===== src/rtl/cond_eval_unit_pkg.sv =====
// Shared CPU definitions: condition-code encodings and PSR flag bit positions.
// Used by both the ALU and the condition evaluation logic.
package cond_eval_unit_pkg;

  localparam int FLAG_N = 3;
  localparam int FLAG_Z = 2;
  localparam int FLAG_C = 1;
  localparam int FLAG_V = 0;

  typedef enum logic [3:0] {
    COND_EQ = 4'h0,
    COND_NE = 4'h1,
    COND_CS = 4'h2,
    COND_CC = 4'h3,
    COND_MI = 4'h4,
    COND_PL = 4'h5,
    COND_VS = 4'h6,
    COND_VC = 4'h7,
    COND_HI = 4'h8,
    COND_LS = 4'h9,
    COND_GE = 4'hA,
    COND_LT = 4'hB,
    COND_GT = 4'hC,
    COND_LE = 4'hD,
    COND_AL = 4'hE,
    COND_NV = 4'hF
  } cond_t;

endpackage


===== src/rtl/cond_eval_unit_if.sv =====
// Flag-write, query and result signals between the pipeline and the condition unit.
// The unit is the slave; the issuing pipeline (or bench) is the master.
interface cond_eval_unit_if;

  logic       pend_set;
  logic       flag_wr;
  logic [3:0] flag_in;
  logic       q_valid;
  logic [3:0] q_cond;
  logic       q_ready;
  logic       r_valid;
  logic       r_ready;
  logic       r_taken;
  logic [3:0] psr;
  logic [1:0] pend_cnt;
  logic       ovf_err;

  modport slave (
    input  pend_set, flag_wr, flag_in, q_valid, q_cond, r_ready,
    output q_ready, r_valid, r_taken, psr, pend_cnt, ovf_err
  );

  modport master (
    output pend_set, flag_wr, flag_in, q_valid, q_cond, r_ready,
    input  q_ready, r_valid, r_taken, psr, pend_cnt, ovf_err
  );

endinterface


===== src/rtl/cond_eval_unit_cond_decode.sv =====
// Purely combinational 16-way condition-code decode against {N,Z,C,V}.
// Zero latency; no flow control.
module cond_decode
  import cond_eval_unit_pkg::*;
(
  input  logic [3:0] flags,
  input  logic [3:0] cond,
  output logic       taken
);

  logic n, z, c, v;

  always_comb begin
    n = flags[FLAG_N];
    z = flags[FLAG_Z];
    c = flags[FLAG_C];
    v = flags[FLAG_V];
    taken = 1'b0;
    case (cond)
      COND_EQ: taken = z;
      COND_NE: taken = !z;
      COND_CS: taken = c;
      COND_CC: taken = !c;
      COND_MI: taken = n;
      COND_PL: taken = !n;
      COND_VS: taken = v;
      COND_VC: taken = !v;
      COND_HI: taken = c && !z;
      COND_LS: taken = !c || z;
      COND_GE: taken = (n == v);
      COND_LT: taken = (n != v);
      COND_GT: taken = !z && (n == v);
      COND_LE: taken = z || (n != v);
      COND_AL: taken = 1'b1;
      default: taken = 1'b0;
    endcase
  end

endmodule


===== src/rtl/cond_eval_unit.sv =====
// Holds the PSR, counts in-flight flag writers and answers condition queries with a
// 1-cycle registered result; queries stall on a flag hazard or a full, unconsumed result slot.
module cond_eval_unit
  import cond_eval_unit_pkg::*;
(
  input  logic            clk,
  input  logic            reset,
  cond_eval_unit_if.slave io
);

  localparam logic [0:0] S_EMPTY = 1'b0;
  localparam logic [0:0] S_FULL  = 1'b1;

  logic [3:0] psr_q, psr_d;
  logic [1:0] cnt_q, cnt_d;
  logic       ovf_q, ovf_d;
  logic [0:0] state_q, state_d;
  logic       taken_q, taken_d;

  logic       slot_free;
  logic       hazard_clr;
  logic       bypass;
  logic       q_ready;
  logic       accept;
  logic       drain;
  logic [3:0] eval_flags;
  logic       eval_taken;

  // A single outstanding writer whose flags arrive this cycle can be forwarded.
  always_comb begin
    bypass     = (cnt_q == 2'd1) && io.flag_wr && !io.pend_set;
    hazard_clr = !io.pend_set && ((cnt_q == 2'd0) || ((cnt_q == 2'd1) && io.flag_wr));
    slot_free  = (state_q == S_EMPTY) || io.r_ready;
    q_ready    = !reset && slot_free && hazard_clr;
    accept     = io.q_valid && q_ready;
    drain      = (state_q == S_FULL) && io.r_ready;
    eval_flags = bypass ? io.flag_in : psr_q;
  end

  cond_decode u_decode (
    .flags (eval_flags),
    .cond  (io.q_cond),
    .taken (eval_taken)
  );

  always_comb begin
    psr_d = io.flag_wr ? io.flag_in : psr_q;
    cnt_d = cnt_q;
    ovf_d = ovf_q;
    if (io.pend_set && !io.flag_wr) begin
      if (cnt_q == 2'd3) begin
        ovf_d = 1'b1;
      end else begin
        cnt_d = cnt_q + 2'd1;
      end
    end else if (io.flag_wr && !io.pend_set && (cnt_q != 2'd0)) begin
      cnt_d = cnt_q - 2'd1;
    end
  end

  always_comb begin
    state_d = state_q;
    taken_d = taken_q;
    if (accept) begin
      state_d = S_FULL;
      taken_d = eval_taken;
    end else if (drain) begin
      state_d = S_EMPTY;
    end
  end

  always_ff @(posedge clk or posedge reset) begin
    if (reset) begin
      psr_q   <= 4'd0;
      cnt_q   <= 2'd0;
      ovf_q   <= 1'b0;
      state_q <= S_EMPTY;
      taken_q <= 1'b0;
    end else begin
      psr_q   <= psr_d;
      cnt_q   <= cnt_d;
      ovf_q   <= ovf_d;
      state_q <= state_d;
      taken_q <= taken_d;
    end
  end

  assign io.q_ready  = q_ready;
  assign io.r_valid  = (state_q == S_FULL);
  assign io.r_taken  = taken_q;
  assign io.psr      = psr_q;
  assign io.pend_cnt = cnt_q;
  assign io.ovf_err  = ovf_q;

endmodule

===== src/flat_wrapper.sv =====
// flat-port wrapper written by rule: the top's interface ports become plain ports
module cond_eval_unit_flat import cond_eval_unit_pkg::*;
  (clk, reset, io_pend_set, io_flag_wr, io_flag_in, io_q_valid, io_q_cond, io_r_ready, io_q_ready, io_r_valid, io_r_taken, io_psr, io_pend_cnt, io_ovf_err);
  cond_eval_unit_if io_i ();
  input  logic clk;
  input  logic reset;
  input wire logic [$bits(io_i.pend_set)-1:0] io_pend_set;
  input wire logic [$bits(io_i.flag_wr)-1:0] io_flag_wr;
  input wire logic [$bits(io_i.flag_in)-1:0] io_flag_in;
  input wire logic [$bits(io_i.q_valid)-1:0] io_q_valid;
  input wire logic [$bits(io_i.q_cond)-1:0] io_q_cond;
  input wire logic [$bits(io_i.r_ready)-1:0] io_r_ready;
  output wire logic [$bits(io_i.q_ready)-1:0] io_q_ready;
  output wire logic [$bits(io_i.r_valid)-1:0] io_r_valid;
  output wire logic [$bits(io_i.r_taken)-1:0] io_r_taken;
  output wire logic [$bits(io_i.psr)-1:0] io_psr;
  output wire logic [$bits(io_i.pend_cnt)-1:0] io_pend_cnt;
  output wire logic [$bits(io_i.ovf_err)-1:0] io_ovf_err;
  assign io_i.pend_set = io_pend_set;
  assign io_i.flag_wr = io_flag_wr;
  assign io_i.flag_in = io_flag_in;
  assign io_i.q_valid = io_q_valid;
  assign io_i.q_cond = io_q_cond;
  assign io_i.r_ready = io_r_ready;
  assign io_q_ready = io_i.q_ready;
  assign io_r_valid = io_i.r_valid;
  assign io_r_taken = io_i.r_taken;
  assign io_psr = io_i.psr;
  assign io_pend_cnt = io_i.pend_cnt;
  assign io_ovf_err = io_i.ovf_err;
  cond_eval_unit u_core (.clk(clk), .reset(reset), .io(io_i));
endmodule

===== config.mk =====
export PLATFORM = sky130hd
export DESIGN_NAME = cond_eval_unit_flat
export DESIGN_NICKNAME = d
export VERILOG_FILES = /design/src/rtl/cond_eval_unit_pkg.sv /design/src/rtl/cond_eval_unit_if.sv /design/src/rtl/cond_eval_unit_cond_decode.sv /design/src/rtl/cond_eval_unit.sv /design/src/flat_wrapper.sv
export SDC_FILE = /design/constraint.sdc
export NUM_CORES = 1
export LEC_CHECK = 0
export CAP_MARGIN = 20
export CORE_MARGIN = 3
export CORE_UTILIZATION = 48
export CTS_CLUSTER_SIZE = 20
export DETAILED_ROUTE_END_ITERATION = 8
export PLACE_DENSITY = 0.87
export SLEW_MARGIN = 20
export SYNTH_ARGS = -nofsm -noshare
export SYNTH_HDL_FRONTEND = slang
export SYNTH_SLANG_ARGS = --single-unit

===== constraint.sdc =====
create_clock -name clk -period 3 [get_ports clk]
set_clock_uncertainty 0.2 [all_clocks]
set_input_delay 0.9 -clock clk [delete_from_list [all_inputs] [get_ports clk]]
set_output_delay 0.9 -clock clk [all_outputs]
set_load 0.02 [all_outputs]

==> metrics.txt, run 1 <==
status finished clean; Critical Path Sink io_q_ready; Total Power 0.601 mW; final WL 1770 um; leakage power 0.472 nW; H-tree levels 1; HPWL Detailed 1400 um; Fin Setup TNS 0 ns; worst min-delay path class reg -> reg; Crit Path Class in -> out; pre-CTS WS -0.475 ns; Tot GR Track Use 20.0%; share of the synthesized area in the top cell type 31.0%; IO Pins 24; Worst setup startpoint io_pend_set; r2r worst-path depth 8; Max Slew Vio Count 0; Peak VDD IR 0.000506 V; Cell Area, Placed 1000 um2; Max FO, Critical Path 2; Critical Path AT 1.87 ns; antenna violations before repair 0; sequential-to-total area share from yosys stat 31.0%; Inserted Clock Buffers 3; Worst Tran Pin Value 0.359 ns; Die Area 2020 um2; final setup fails 0; Crit. End Element primary output; share of post-route cells with drive strength above 1 16.0%; die span in y 44.9 um; GR met2 Demand/Resource 35.0%; CTS tree done; grt ovf 0; Critical R2R Capture u_core.io.r_taken$_DFFE_PP0P_; synthesized instance count 70; WP data required 1.90 ns; worst r2r src u_core.io.pend_cnt[1]$_DFFE_PP0P_; area of the multi-input gates 477 um2; Ys Warns 0; HP Start u_core.io.ovf_err$_DFFE_PP0P_; port bufs 23; routed via count 668; Avg Cell Area, Syn 10.4 um2; post-DR vias/cell 5.81; first-pass GRT wire length 2990 um; core box area 1370 um2; Rows 13; Clock Path Buffers 2; fin nets 118; hold_buf cts 0; DR DRC count 0; cell accounting for the most synthesized area dfrtp_1; Final WS setup 0.0292 ns; Min Clock Period, post-route 2.97 ns; Hold Violations, Final 0; register area 225 um2; busiest grt layer met2; fin area 1030 um2; Antenna Nets Post-Route 0; largest net degree at the start of global routing 12; cell area after synthesis 727 um2; r2r setup slk 0.71 ns; filler instances 106; Skew-Pair Late Insertion Delay 0.26 ns; Die X 44.9 um; fmax 337 MHz; Initial Util 53.2%; DRT Pass-1 Iters 4; post-synth cell types 31; CTS clk-pin slew, worst paths 0.06 ns; GR Util met1 25.3%; FF+latch count, synth 9; max-cap viol count 0; vias in the first global route 681; Clock Tree Root clkbuf_4; fin crit share 99.0%; Initial DRC Count 13; syn_nets 87; commonest non-fill, non-tap cell in the layout clkdlybuf4s50_1; Max-slew headroom 75.4%; Hold WS 0.285 ns; met3 Track Usage GR 2.39%; WL per Instance 15.4 um; commonest non-fill, non-tap cells in the layout clkdlybuf4s50_1, dfrtp_1, nor3_1, inv_1, buf_4; RD Place Congestion 0.940; Pwr per Cell Area 582 nW/um2; top post-synthesis cells by area dfrtp_1, mux2_1, mux2i_1; CTS Sinks 9; Ant. Diodes 0; Syn-to-layout area delta 42.0%; Worst Setup Start Kind primary input
-- flip-flops by register name (all words and copies together), names as in the netlist --
name                flops
u_core.io.ovf_err       1
u_core.io.r_taken       1
u_core.io.r_valid       1
u_core.io.pend_cnt      2
u_core.io.psr           4
-- through the flow --
step           instances  util, %
2_1_floorplan         70        -
3_3_place_gp         111     73.5
3_5_place_dp         111     73.5
4_1_cts              115     74.9
5_1_grt              115     75.5
6_report             115     75.5
-- routing by layer --
| layer | vias up | routed length, um |
|---|---|---|
| li1 | 327 | - |
| met3 | 4 | 78 |
| met2 | 20 | 897 |
| met1 | 317 | 767 |
| met5 | - | 0 |
| met4 | 0 | 25 |
-- power by group --
group / internal [mW] / switching (mW) / leakage (nW)
Sequential: 0.151 / 0.0305 / 0.105
Clock: 0.0513 / 0.0423 / 0.0150
Combinational: 0.165 / 0.161 / 0.352
-- worst max-delay path, cell delays in order --
cell and delay, ns:
clkdlybuf4s50_1 0.44, nor4_2 0.33, buf_4 0.20
-- layout make-up --
| cell class | instances | area share, % |
|---|---|---|
| Clock buffer | 4 | 2.55 |
| Inverter | 6 | 2.18 |
| Multi-Input combinational cell | 53 | 46.2 |
| Sequential cell | 9 | 21.8 |
| Tap cell | 15 | 1.82 |
| Timing Repair Buffer | 28 | 25.5 |
-- Yosys cell counts (all sizes together) --
master,number
nand3b,1
and3,1
a41o,1
nand3,1
mux4,2
mux2,6
nand2,3
xnor2,4
a21o,1
nor2b,2
mux2i,4
a221oi,2
a22o,1
o21bai,2
nor2,2
o311a,1
nor4,2
a2111oi,1
nand2b,1
o221ai,1
inv,6
a21oi,3
ha,3
dfrtp,9
buf,2
nor3,7
o211ai,1
-- timing repair --
| item | CTS | global route |
|---|---|---|
| setup endpoints to repair | 1 | 1 |
| gates resized for setup | 7 | 2 |
| setup buffers | 0 | 0 |
| cloned | 0 | 0 |
| endpoints found under the hold margin | 0 | 0 |
| pin swaps | 1 | 0 |
-- worst min path at each step --
stage,slack [ns],endpoint,cells after the start
6_report,0.29,u_core.io.ovf_err$_DFFE_PP0P_,1
5_1_grt,0.31,u_core.io.r_taken$_DFFE_PP0P_,2
4_1_cts,0.29,u_core.io.ovf_err$_DFFE_PP0P_,1
3_5_place_dp,0.27,u_core.io.ovf_err$_DFFE_PP0P_,1
3_3_place_gp,0.26,u_core.io.ovf_err$_DFFE_PP0P_,1
2_1_floorplan,0.39,u_core.io.ovf_err$_DFFE_PP0P_,1
-- kinds of logic after synthesis --
| logic type | after synthesis | share of synthesized area [%] |
|---|---|---|
| multiplexers | 12 | 22.0 |
| AND/OR/NAND/NOR | 20 | 16.0 |
| AO/OA/AOI/OAI | 14 | 16.7 |
| flip-flops | 9 | 31.0 |
| adder cells (fa/ha/maj) | 3 | 5.16 |
| buffers and inverters | 8 | 4.30 |
| XOR/XNOR | 4 | 4.82 |
Note: power is estimated with default switching activity, not from simulation.
==> run 2, diff against run 1 <==
--- a/config.mk
+++ b/config.mk
@@ -11,7 +11,7 @@
 export CTS_CLUSTER_SIZE = 20
 export DETAILED_ROUTE_END_ITERATION = 8
 export PLACE_DENSITY = 0.87
-export SLEW_MARGIN = 20
+export SLEW_MARGIN = 10
 export SYNTH_ARGS = -nofsm -noshare
 export SYNTH_HDL_FRONTEND = slang
 export SYNTH_SLANG_ARGS = --single-unit
==> results of run 2 <==
Same layout as run 1: the final DEF is identical, and so are final timing and power.
==> run 3, diff against run 2 <==
--- a/config.mk
+++ b/config.mk
@@ -5,12 +5,12 @@
 export SDC_FILE = /design/constraint.sdc
 export NUM_CORES = 1
 export LEC_CHECK = 0
-export CAP_MARGIN = 20
 export CORE_MARGIN = 3
-export CORE_UTILIZATION = 48
+export CORE_UTILIZATION = 50
+export CTS_BUF_LIST = sky130_fd_sc_hd__clkbuf_2
 export CTS_CLUSTER_SIZE = 20
 export DETAILED_ROUTE_END_ITERATION = 8
-export PLACE_DENSITY = 0.87
+export PLACE_DENSITY = 0.9
 export SLEW_MARGIN = 10
 export SYNTH_ARGS = -nofsm -noshare
 export SYNTH_HDL_FRONTEND = slang
==> run 3 against run 2 <==
Against the previous run:
- critical endpoint unchanged
- sequential share of layout area shrank 0.39 points
- non-clock buffer count grew 1
- core utilization rose by 3.2 points
==> metrics.txt, run 3 (synthesis results as in run 1) <==
status finished clean; area of the multi-input gates 489 um2 (+2.6%); share of post-route cells with drive strength above 1 18.8% (+2.8 points); Rows 13 (unchanged); Peak VDD IR 0.000473 V (-6.4%); largest net degree at the start of global routing 12 (unchanged); Max-slew headroom 71.8% (-3.6 points); core box area 1330 um2 (-2.4%); Final WS setup 0.0496 ns (+0.0204 ns); grt ovf 0 (unchanged); Fin Setup TNS 0 ns (unchanged); antenna violations before repair 0 (unchanged); max-cap viol count 0 (unchanged); die span in y 44.1 um (-1.7%); Syn-to-layout area delta 44.6%; Antenna Nets Post-Route 0 (unchanged); DR DRC count 0 (unchanged); WL per Instance 16.3 um (+5.9%); Crit. End Element primary output; Ant. Diodes 0 (unchanged); H-tree levels 1 (unchanged); CTS Sinks 9 (unchanged); first-pass GRT wire length 3190 um (+6.4%); routed via count 678 (+1.5%); commonest non-fill, non-tap cells in the layout clkdlybuf4s50_1, dfrtp_1, nor3_1, buf_4, inv_1; CTS tree done; Critical Path AT 1.85 ns (-0.02 ns); WP data required 1.90 ns (about the same); RD Place Congestion 0.924 (-1.6%); Tot GR Track Use 21.8% (+1.8 points); Crit Path Class in -> out; final WL 1890 um (+6.8%); worst min-delay path class reg -> reg; Non-Filler Instances 116 (+0.87%); leakage power 0.486 nW (+3.0%); max FFs per register 4 (unchanged); IO Pins 24 (unchanged); Cell Area, Placed 1000 um2 (unchanged); Min Clock Period, post-route 2.95 ns (-0.0204 ns); pre-CTS WS -0.500 ns (-0.0247 ns); port bufs 23 (unchanged); Worst Setup Start Kind primary input; Max FO, Critical Path 2 (unchanged); Initial Util 54.5% (+1.3 points); fin nets 119 (+0.85%); Skew-Pair Late Insertion Delay 0.25 ns (about the same); final setup fails 0 (unchanged); register area 225 um2 (unchanged); vias in the first global route 742 (+9.0%); hold depth 1 (unchanged); post-DR vias/cell 5.84 (+0.62%); filler instances 91 (-14%); Worst Tran Pin Value 0.411 ns (+0.0519 ns); r2r worst-path depth 8 (unchanged); fin area 1050 um2 (+1.8%); fin crit share 98.3% (-0.68 points); CTS clk-pin slew, worst paths 0.10 ns (+0.04 ns); Clock Tree Root clkbuf_2; Hold Violations, Final 0 (unchanged); dpl cells 111 (unchanged); fmax 339 MHz (+0.69%); Initial DRC Count 2 (-11); HPWL Detailed 1420 um (+1.5%); unrepaired setup endpoints after global routing false; Die Area 1950 um2 (-3.5%); Pwr per Cell Area 574 nW/um2 (-1.4%); Clock Path Buffers 2 (unchanged); final core occ 78.8% (+3.2 points); DRT Pass-1 Iters 4 (unchanged); Inserted Clock Buffers 3 (unchanged); commonest non-fill, non-tap cell in the layout clkdlybuf4s50_1; Max Slew Vio Count 0 (unchanged); Die X 44.1 um (-1.7%)
## run 3: changes by cell type in the layout (fill, tap and decap cells not counted)
cell,change
a21oi_2,+1
nor4_2,-1
a21oi_1,-1
clkbuf_1,-1
clkbuf_2,+3
nor4_4,+1
clkbuf_4,-3
dlymetal6s2s_1,+1
clkdlybuf4s50_1,+1
buf_4,+1
dlygate4sd2_1,-2
clkinv_2,+1
## run 3: path summary, 6_finish.rpt
path	start	endpoint	slack, ns
worst min register to register	u_core.io.ovf_err$_DFFE_PP0P_	u_core.io.ovf_err$_DFFE_PP0P_	0.29
worst max register to register	u_core.io.pend_cnt[1]$_DFFE_PP0P_	u_core.io.r_taken$_DFFE_PP0P_	0.71
worst max-delay path	io_r_ready	io_q_ready	0.05
worst min-delay path	u_core.io.ovf_err$_DFFE_PP0P_	u_core.io.ovf_err$_DFFE_PP0P_	0.29
min in group asynchronous	reset	u_core.io.pend_cnt[1]$_DFFE_PP0P_	0.80
max in group asynchronous	reset	u_core.io.psr[0]$_DFFE_PP0P_	1.54
## run 3: metal layers
metal,global-route usage [%],wire length (um),share of wire (%),up-vias
met5,0,0,0,-
met3,3.25,89,4.7,2
li1,-,-,-,326
met4,6.02,10,0.53,0
met2,41.3,1030,55,18
met1,24.9,755,40,332
## run 3: through the flow
step	power (mW)	hold WS, ns
floorplan	0.379	0.392
global placement	0.493	0.258
detailed placement	0.505	0.261
CTS	0.588	0.294
global route	0.643	0.337
finish	0.604	0.289
## run 3: cell type report
cell class	count	area share, %
clock buffers	3	1.43
clock inverters	1	0.476
inverters	6	2.14
multi-input cells	53	46.5
flip-flops and latches	9	21.4
well taps	15	1.79
repair buffers	29	26.2
## run 3: critical path, cell delays in order
cell             delay, ns
clkdlybuf4s50_1       0.46
nor2b_1               0.07
nor4_4                0.23
buf_4                 0.19
## run 3: power by group
| part | internal [mW] | switching (mW) | total (mW) |
|---|---|---|---|
| sequential | 0.151 | 0.0308 | 0.181 |
| clock | 0.0302 | 0.0474 | 0.0776 |
| combinational | 0.173 | 0.171 | 0.345 |
## run 3: what timing repair did
item,4_1_cts,5_1_grt
setup buffers,0,1
hold buffers,0,0
resized for setup,7,3
endpoints found under the setup margin,1,1
pin swaps,0,1
